## config.mk

```make
export PLATFORM = sky130hd
export DESIGN_NAME = apmu_ibex_wb_arbiter
export DESIGN_NICKNAME = d
export VERILOG_FILES = /design/src/rtl/apmu_ibex_wb_arbiter.sv
export SDC_FILE = /design/constraint.sdc
export NUM_CORES = 1
export LEC_CHECK = 0
export BUFFER_PORTS_ARGS = -buffer_cell sky130_fd_sc_hd__buf_2
export CAP_MARGIN = 15
export CORE_AREA = 2 2 130 132
export DETAILED_ROUTE_END_ITERATION = 8
export DIE_AREA = 0 0 132 134
export PLACE_DENSITY = 0.56
export SLEW_MARGIN = 15
export SYNTH_ARGS = -nofsm -noshare
export SYNTH_HDL_FRONTEND = slang
export SYNTH_SLANG_ARGS = --single-unit
```

## constraint.sdc

```tcl
create_clock -name clk_i -period 5.3 [get_ports clk_i]
set_clock_uncertainty 0.2 [all_clocks]
set_input_delay 0.265 -clock clk_i [delete_from_list [all_inputs] [get_ports clk_i]]
set_output_delay 0.265 -clock clk_i [all_outputs]
set_load 0.03 [all_outputs]
```

## src/rtl/apmu_ibex_wb_arbiter.sv

```systemverilog
// Writeback arbiter for the register-file write port: merges ALU results with
// in-order load returns via a small ordered load queue and a pending-destination scoreboard.
module apmu_ibex_wb_arbiter #(
  parameter int unsigned DataWidth = 32,
  parameter bit          RV32E     = 1'b0,
  parameter int unsigned LsuDepth  = 2
) (
  input  logic                 clk_i,
  input  logic                 rst_i,
  input  logic                 ex_wb_valid_i,
  input  logic [4:0]           ex_wb_addr_i,
  input  logic [DataWidth-1:0] ex_wb_data_i,
  input  logic                 lsu_issue_i,
  input  logic [4:0]           lsu_issue_addr_i,
  output logic                 lsu_issue_ready_o,
  input  logic                 lsu_rvalid_i,
  input  logic [DataWidth-1:0] lsu_rdata_i,
  input  logic [4:0]           id_raddr_a_i,
  input  logic [4:0]           id_raddr_b_i,
  input  logic [4:0]           id_waddr_i,
  output logic                 stall_o,
  output logic                 err_o,
  output logic [4:0]           rf_waddr_o,
  output logic [DataWidth-1:0] rf_wdata_o,
  output logic                 rf_we_o
);

  localparam int unsigned PtrW     = (LsuDepth > 1) ? $clog2(LsuDepth) : 1;
  localparam int unsigned CntW     = $clog2(LsuDepth + 1);
  localparam logic [4:0]  AddrMask = RV32E ? 5'h0F : 5'h1F;

  logic [4:0]           r_q_addr [LsuDepth];
  logic [DataWidth-1:0] r_q_data [LsuDepth];
  logic [LsuDepth-1:0]  r_q_valid;
  logic [LsuDepth-1:0]  r_q_dvalid;
  logic [PtrW-1:0]      r_head;
  logic [PtrW-1:0]      r_tail;
  logic [CntW-1:0]      r_count;

  logic            w_ready;
  logic            w_issue_ok;
  logic            w_issue_err;
  logic            w_fill_found;
  logic [PtrW-1:0] w_fill_idx;
  logic            w_fill;
  logic            w_ret_err;
  logic            w_head_dv;
  logic            w_bypass;
  logic            w_pop;
  logic [4:0]      w_ra;
  logic [4:0]      w_rb;
  logic [4:0]      w_rw;
  logic            w_stall;

  function automatic logic [PtrW-1:0] ptr_inc(input logic [PtrW-1:0] p);
    if (p == PtrW'(LsuDepth - 1)) return '0;
    return p + PtrW'(1);
  endfunction

  function automatic logic [PtrW-1:0] off2idx(input logic [PtrW-1:0] h, input int unsigned off);
    int unsigned s;
    s = 32'(h) + off;
    if (s >= LsuDepth) s = s - LsuDepth;
    return PtrW'(s);
  endfunction

  assign w_ready     = (r_count < CntW'(LsuDepth));
  assign w_issue_ok  = lsu_issue_i && w_ready;
  assign w_issue_err = lsu_issue_i && !w_ready;

  // Oldest entry still waiting for data; data-less entries form the tail of the queue.
  always_comb begin
    w_fill_found = 1'b0;
    w_fill_idx   = '0;
    for (int unsigned i = 0; i < LsuDepth; i++) begin
      if (!w_fill_found && (i < 32'(r_count)) && !r_q_dvalid[off2idx(r_head, i)]) begin
        w_fill_found = 1'b1;
        w_fill_idx   = off2idx(r_head, i);
      end
    end
  end

  assign w_fill    = lsu_rvalid_i && w_fill_found;
  assign w_ret_err = lsu_rvalid_i && !w_fill_found;
  assign w_head_dv = r_q_dvalid[r_head];
  assign w_bypass  = w_fill && (w_fill_idx == r_head);
  assign w_pop     = !ex_wb_valid_i && (r_count != '0) && (w_head_dv || w_bypass);

  assign lsu_issue_ready_o = w_ready;

  // Hazard check against every queued destination and the write in flight.
  always_comb begin
    w_ra    = id_raddr_a_i & AddrMask;
    w_rb    = id_raddr_b_i & AddrMask;
    w_rw    = id_waddr_i & AddrMask;
    w_stall = 1'b0;
    for (int unsigned k = 0; k < LsuDepth; k++) begin
      if (r_q_valid[k] && (((w_ra != 5'd0) && (r_q_addr[k] == w_ra)) ||
                           ((w_rb != 5'd0) && (r_q_addr[k] == w_rb)) ||
                           ((w_rw != 5'd0) && (r_q_addr[k] == w_rw)))) begin
        w_stall = 1'b1;
      end
    end
    if (rf_we_o && ((rf_waddr_o == w_ra) || (rf_waddr_o == w_rb) || (rf_waddr_o == w_rw))) begin
      w_stall = 1'b1;
    end
  end

  assign stall_o = w_stall;

  // Queue payload storage; contents are qualified by r_q_valid so need no reset.
  always_ff @(posedge clk_i) begin
    if (w_fill) r_q_data[w_fill_idx] <= lsu_rdata_i;
    if (w_issue_ok) r_q_addr[r_tail] <= lsu_issue_addr_i & AddrMask;
  end

  always_ff @(posedge clk_i) begin
    if (rst_i) begin
      r_q_valid  <= '0;
      r_q_dvalid <= '0;
      r_head     <= '0;
      r_tail     <= '0;
      r_count    <= '0;
      rf_we_o    <= 1'b0;
      rf_waddr_o <= 5'd0;
      rf_wdata_o <= '0;
      err_o      <= 1'b0;
    end else begin
      err_o <= w_issue_err || w_ret_err;

      if (ex_wb_valid_i) begin
        rf_waddr_o <= ex_wb_addr_i & AddrMask;
        rf_wdata_o <= ex_wb_data_i;
        rf_we_o    <= ((ex_wb_addr_i & AddrMask) != 5'd0);
      end else if (w_pop) begin
        rf_waddr_o <= r_q_addr[r_head];
        rf_wdata_o <= w_head_dv ? r_q_data[r_head] : lsu_rdata_i;
        rf_we_o    <= (r_q_addr[r_head] != 5'd0);
      end else begin
        rf_we_o <= 1'b0;
      end

      // Fill before pop so a bypassed head is cleared in the same cycle.
      if (w_fill) r_q_dvalid[w_fill_idx] <= 1'b1;
      if (w_pop) begin
        r_q_valid[r_head]  <= 1'b0;
        r_q_dvalid[r_head] <= 1'b0;
        r_head             <= ptr_inc(r_head);
      end
      if (w_issue_ok) begin
        r_q_valid[r_tail]  <= 1'b1;
        r_q_dvalid[r_tail] <= 1'b0;
        r_tail             <= ptr_inc(r_tail);
      end
      r_count <= r_count + CntW'(w_issue_ok) - CntW'(w_pop);
    end
  end

endmodule

```

; Word-level counts from Yosys, hierarchy flattened
; Memory sizes are Yosys's and may differ from the RTL's. A register that Yosys moved wholly into a read port is not among the register bits.
; Cells that the tools add are included.
[classes]
add_sub_neg = 7
magnitude_cmp = 13
n_eq_ne = 10
n_mux = 54
bitwise = 7
n_reduce_logical = 43
[op_table]
columns = operator, count
row1 = 32-bit two-way mux, 3
row2 = 5-bit == test, 9
row3 = 1-bit two-way mux, 38
row4 = 5-bit nonzero test, 5
row5 = 1-bit logical AND, 22
row6 = 2-bit two-way mux, 8
row7 = "1-bit by 2-bit less-than comparator with 1-bit output, second input constant", 5
row8 = 5-bit two-way mux, 2
row9 = 1-bit logical OR, 8
row10 = 2-bit bitwise AND, 3
row11 = 1-bit logical NOT, 6
row12 = "1-bit by 2-bit less-than comparator with 1-bit output, first input constant", 2
row13 = 2-bit NOT, 2
row14 = 2-bit bitwise OR, 2
row15 = 2-bit nonzero test, 2
row16 = 1-bit demux with 1-bit select, 3
row17 = "1-bit >= comparator, second input constant", 3
row18 = "1-bit adder, second input constant", 2
row19 = "1-bit by 1-bit adder with 2-bit output, second input constant", 1
row20 = 2-bit by 1-bit adder with 2-bit output, 1
row21 = "1-bit by 2-bit >= comparator with 1-bit output, second input constant", 1
row22 = "2-bit >= comparator, second input constant", 1
row23 = "2-bit less-than comparator, second input constant", 1
row24 = "1-bit subtractor, second input constant", 2
row25 = other kinds (2), 2
[word_totals]
register_bits = 47
mem_bits_rw = 74
out_inout_bits = 41
wordCells = 145
n_memories = 2
[memory_table]
columns = memory, words, word_bits, read_ports, rd_ports_with_merged_regs, wr, line_no
row1 = r_q_data, 2, 32, 1, 1, 1, 33  ; logic [DataWidth-1:0] r_q_data [LsuDepth];
row2 = r_q_addr, 2, 5, 3, 1, 1, 32  ; logic [4:0] r_q_addr [LsuDepth];

; Logic depth before layout (Yosys ltp)
[logic_depth]
ltp_word = 23
mapped_depth = 8
mapped_depth_nobuf = 6

; Worst setup path before layout
; No wires, ideal clock.
[synth_path]
path_type = flip-flop to flip-flop
startpoint = register r_count[1]
endpoint = register r_q_dvalid[1]
t_arrival_ps = 3689
slack_ps = 1306
stages_incl_launch_ff = 6
path_buffers = 1
period_less_slack_ps = 3994
cell_sequence = dfxtp_1 > buf_2 > nand2_1 > a211oi_1 > nor2_1 > a2111oi_2
[synth_between]
elab_chain_len = 19
[synth_rtl]
columns = element, line_no
row1 = start: declaration, 38  ; logic [CntW-1:0] r_count;
row2 = start signal: assignment, 155  ; r_count <= r_count + CntW'(w_issue_ok) - CntW'(w_pop);
row3 = 1-bit by 2-bit less-than comparator with 1-bit output, 76  ; if (!w_fill_found && (i < 32'(r_count)) && !r_q_dvalid[off2idx(r_head, i)]) begin
row4 = 1-bit logical AND, 76
row5 = 1-bit two-way mux, 76
row6 = 1-bit logical NOT, 76
row7 = 1-bit logical AND (2 in a row), 76
row8 = 1-bit two-way mux, 76
row9 = 1-bit by 2-bit less-than comparator with 1-bit output (not written as such) or 1-bit >= comparator (tied branches), 144  ; if (w_fill) r_q_dvalid[w_fill_idx] <= 1'b1;
row10 = 1-bit logical AND (not written as such), 144
row11 = (+2 left out), n/a
row12 = 2-bit bitwise OR (no line), n/a
row13 = 2-bit two-way mux, 144
row14 = 2-bit two-way mux, 118  ; if (rst_i) begin
row15 = 2-bit bitwise AND (no line), n/a
row16 = 2-bit two-way mux, 145  ; if (w_pop) begin
row17 = 2-bit two-way mux, 118
row18 = 2-bit bitwise AND (no line), n/a
row19 = 2-bit two-way mux (*), 150  ; if (w_issue_ok) begin
row20 = end signal: assignment, 120  ; r_q_dvalid <= '0;
row21 = end signal: indexed assignment, 147  ; r_q_dvalid[r_head] <= 1'b0;
row22 = end signal: indexed assignment, 152  ; r_q_dvalid[r_tail] <= 1'b0;
row23 = end: declaration, 35  ; logic [LsuDepth-1:0] r_q_dvalid;
; Mark *: on every way between the ends. The rest lies on a longest branch, timed or not. The select of a mux whose other input is x is not followed.
; A chain may end at the register's enable or synchronous reset.

; Final worst setup path
[layout_path]
startpoint = input port ex_wb_valid_i
endpoint = register r_count[0]
[layout_between]
elab_chain_len = 4
[layout_rtl]
columns = element, line_no
row1 = start: declaration, 10  ; input logic ex_wb_valid_i,
row2 = 1-bit logical NOT, 87  ; assign w_pop = !ex_wb_valid_i && (r_count != '0) && (w_head_dv || w_bypass);
row3 = 1-bit logical AND (2 in a row), 87
row4 = 2-bit by 1-bit subtractor with 2-bit output, 155
; No other way between the ends.

==> flow_metrics.py <==
metrics = {
    "synth": {
        "syn_avg_cell_area_sq_um": 11.3,
        "yosysSeqAreaShare_pct": 56.6,
        "synth_edf_count": 74,
        "syn-num-nets": 591,
        "ys.flop_type": "edfxtp_1",
        "async_reset_ff_share_pct": 0,
        "synth_cell_type_count": 39,
        "ys_ff_latch": 122,
        "yosysWarnings": 0,
        "syn_inst": 496,
        "syn_area_sq_um": 5620,
    },
    "setup_path": {
        "worstSetupPathType": "input port to flip-flop",
        "worstPathArrival_ps": 3110,
        "r2r-end": "r_count[0]",
        "crit_path_end_kind": "flip-flop",
        "max_stage_delay_ps": 550,
        "rrSetupSlack_ps": 2310,
        "worstSetupStartpointType": "input port",
        "worstPathBufferInverterCount": 4,
        "cp_max_fo": 43,
        "worstRegToRegCells": 5,
        "required_ps": 5350,
        "rr_startpoint": "r_head",
        "endpoint": "r_count[0]",
        "path_cells": "dlygate4sd3_1, buf_2, inv_2, buf_4, o221ai_4, xnor2_1, ha_1, nor2b_1",
        "cp.depth": 8,
        "startpoint": "ex_wb_valid_i",
        "critPathSlowestCell": "dlygate4sd3_1",
        "crit_family": "buffers and inverters",
    },
    "floorplan": {
        "die_y_um": 134,
        "die-area_sq_um": 17700,
        "row_count": 47,
        "num_io_pins": 135,
        "die_w_um": 132,
        "coreArea_sq_um": 16300,
        "initial_core_util_pct": 34.5,
    },
    "drt": {
        "drc_errors": 0,
        "drtPass1Iterations": 4,
        "postRouteAntennaNets": 0,
        "avgRoutedWirePerCell_um": 15.6,
        "vias_per_cell": 4.89,
        "vias": 4562,
        "drt_iter0_markers": 183,
        "drt-total-wl_um": 14600,
    },
    "sta": {
        "slew_headroom_pct": 29.5,
        "tns_ps": 0,
        "fmax_ghz": 0.327,
        "fin_crit_sh_pct": 57.6,
        "finalSetupViolCount": 0,
        "tightestPinTransition_ps": 1060,
        "holdWs_ps": 26.1,
        "setup_ws_ps": 2250,
        "rsz0062_at_grt": "no",
        "hold_viol": 0,
        "maxSlewViolCount": 0,
        "fin_crit_ps": 3050,
    },
    "placement": {
        "place_ws_ps": 2270,
        "dp.cells": 820,
        "dp_hpwl_um": 9330,
        "port_buffers": 134,
        "gp_congestion": 0.820,
        "place_area_sq_um": 6410,
    },
    "final_layout": {
        "fin_cells": 933,
        "final_cell_mix": "134 x buf_2, 81 x dlygate4sd3_1, 77 x nand2_1",
        "drive_above_1_share_pct": 25.0,
        "design_area_sq_um": 7830,
        "n_fill_cell": 1503,
        "layout_commonest_cell": "buf_2",
        "area_growth_syn_to_layout_pct": 39.3,
        "nets": 795,
        "num_antenna_cells": 0,
        "regArea_sq_um": 3180,
        "post-route-util_pct": 48.1,
        "multiInputGateArea_sq_um": 2240,
    },
    "cts": {
        "clockBufferDepth": 2,
        "cts_tree": "done",
        "htree_levels": 4,
        "clock-sinks": 122,
        "path_clk_slew_ps": 50,
        "clk_latency_ps": 400,
        "clockRootBuffer": "clkbuf_16",
        "cts_buffers": 17,
        "cts_resized": 0,
    },
    "hold_path": {
        "hold_start": "lsu_rvalid_i",
        "hold_class": "input port to flip-flop",
    },
    "pwr": {
        "power.leakage_nw": 2.87,
        "power_density_nw_per_um2": 400,
        "vdd_drop_max_mv": 0.178,
        "power.total_mw": 3.13,
    },
    "global_route": {
        "grt_max_degree": 67,
        "gr-usage-all-layers_pct": 16.8,
        "grt_pass1_vias": 4679,
        "grt_pass1_wl_um": 23700,
        "grt_overflow": 0,
        "antenna_found_initial": 0,
    },
    "run": {
        "cap_viol_max_count": 0,
    },
    "outcome": {
        "outcome": "finished clean",
    },
}
[synth_stat cells, types with 5 or more instances]
master | instances | area, sq um
nor4_1 | 6 | 37.5
nand3_1 | 10 | 50.1
nand2_1 | 77 | 289
a311oi_1 | 32 | 280
dfxtp_1 | 48 | 961
edfxtp_1 | 74 | 2220
xor2_1 | 19 | 166
clkbuf_1 | 13 | 48.8
nor3_1 | 5 | 25.0
buf_6 | 7 | 78.8
a21oi_1 | 11 | 55.1
mux2i_1 | 37 | 370
nor2_1 | 45 | 169
o211ai_1 | 36 | 270
buf_2 | 9 | 45.0
xnor2_1 | 29 | 254
[cell type report]
class / count / area share, %
flip-flops and latches: 122 / 40.7
well taps: 220 / 3.52
inverters: 4 / 0.192
clock buffers: 17 / 5.43
repair buffers: 219 / 19.3
clock inverters: 15 / 2.25
multi-input cells: 336 / 28.6
[worst reg2reg max path, cell delays in order (launching register included)]
cell and delay, ps:
dfxtp_1 540, mux2_4 590, o221ai_4 910, xnor2_1 220, ha_1 270, nor2b_1 120
[what timing repair did]
action | 4_1_cts | 5_1_grt
hold buffers | 81 | 0
buffers inserted | 0 | 0
endpoints found under the hold margin | 113 | 0
[how the worst min path moves through the flow]
stage                      to  cells after the start
6_report                err_o                      3
5_1_grt                 err_o                      3
3_5_place_dp   r_q_addr[1][4]                      1
2_1_floorplan  r_q_addr[0][0]                      0
4_1_cts                 err_o                      3
3_3_place_gp   r_q_addr[0][4]                      1
[cell families after synthesis]
family,share of synthesized area [%]
fa+ha+maj,0.223
mux,7.06
flops,56.6
xor+xnor,7.48
simple gates,11.5
buf+inv,3.87
compound gates,13.2
[metal layers]
metal  wire [um]  up-vias  GRT usage (%)
met5           0        -              0
met1        6490     2157           20.9
li1            -     2250              -
met2        7190      142           29.1
met4         125        0           4.95
met3         792       13           4.01
[power by group]
part | total (mW) | switching, mW | internal [mW]
sequential | 1.27 | 0.106 | 1.17
combinational | 0.708 | 0.426 | 0.281
clock | 1.15 | 0.414 | 0.738
total | 3.13 | 0.946 | 2.19
[registers in the layout, summed over array words and instances (netlist names), named ones only]
signal / count
rf_waddr_o: 5
err_o: 1
r_q_valid: 2
r_head: 1
rf_we_o: 1
r_tail: 1
r_q_data: 64
r_q_addr: 10
r_count: 2
r_q_dvalid: 2
rf_wdata_o: 32
No activity file was read; power rests on OpenSTA's default activity.
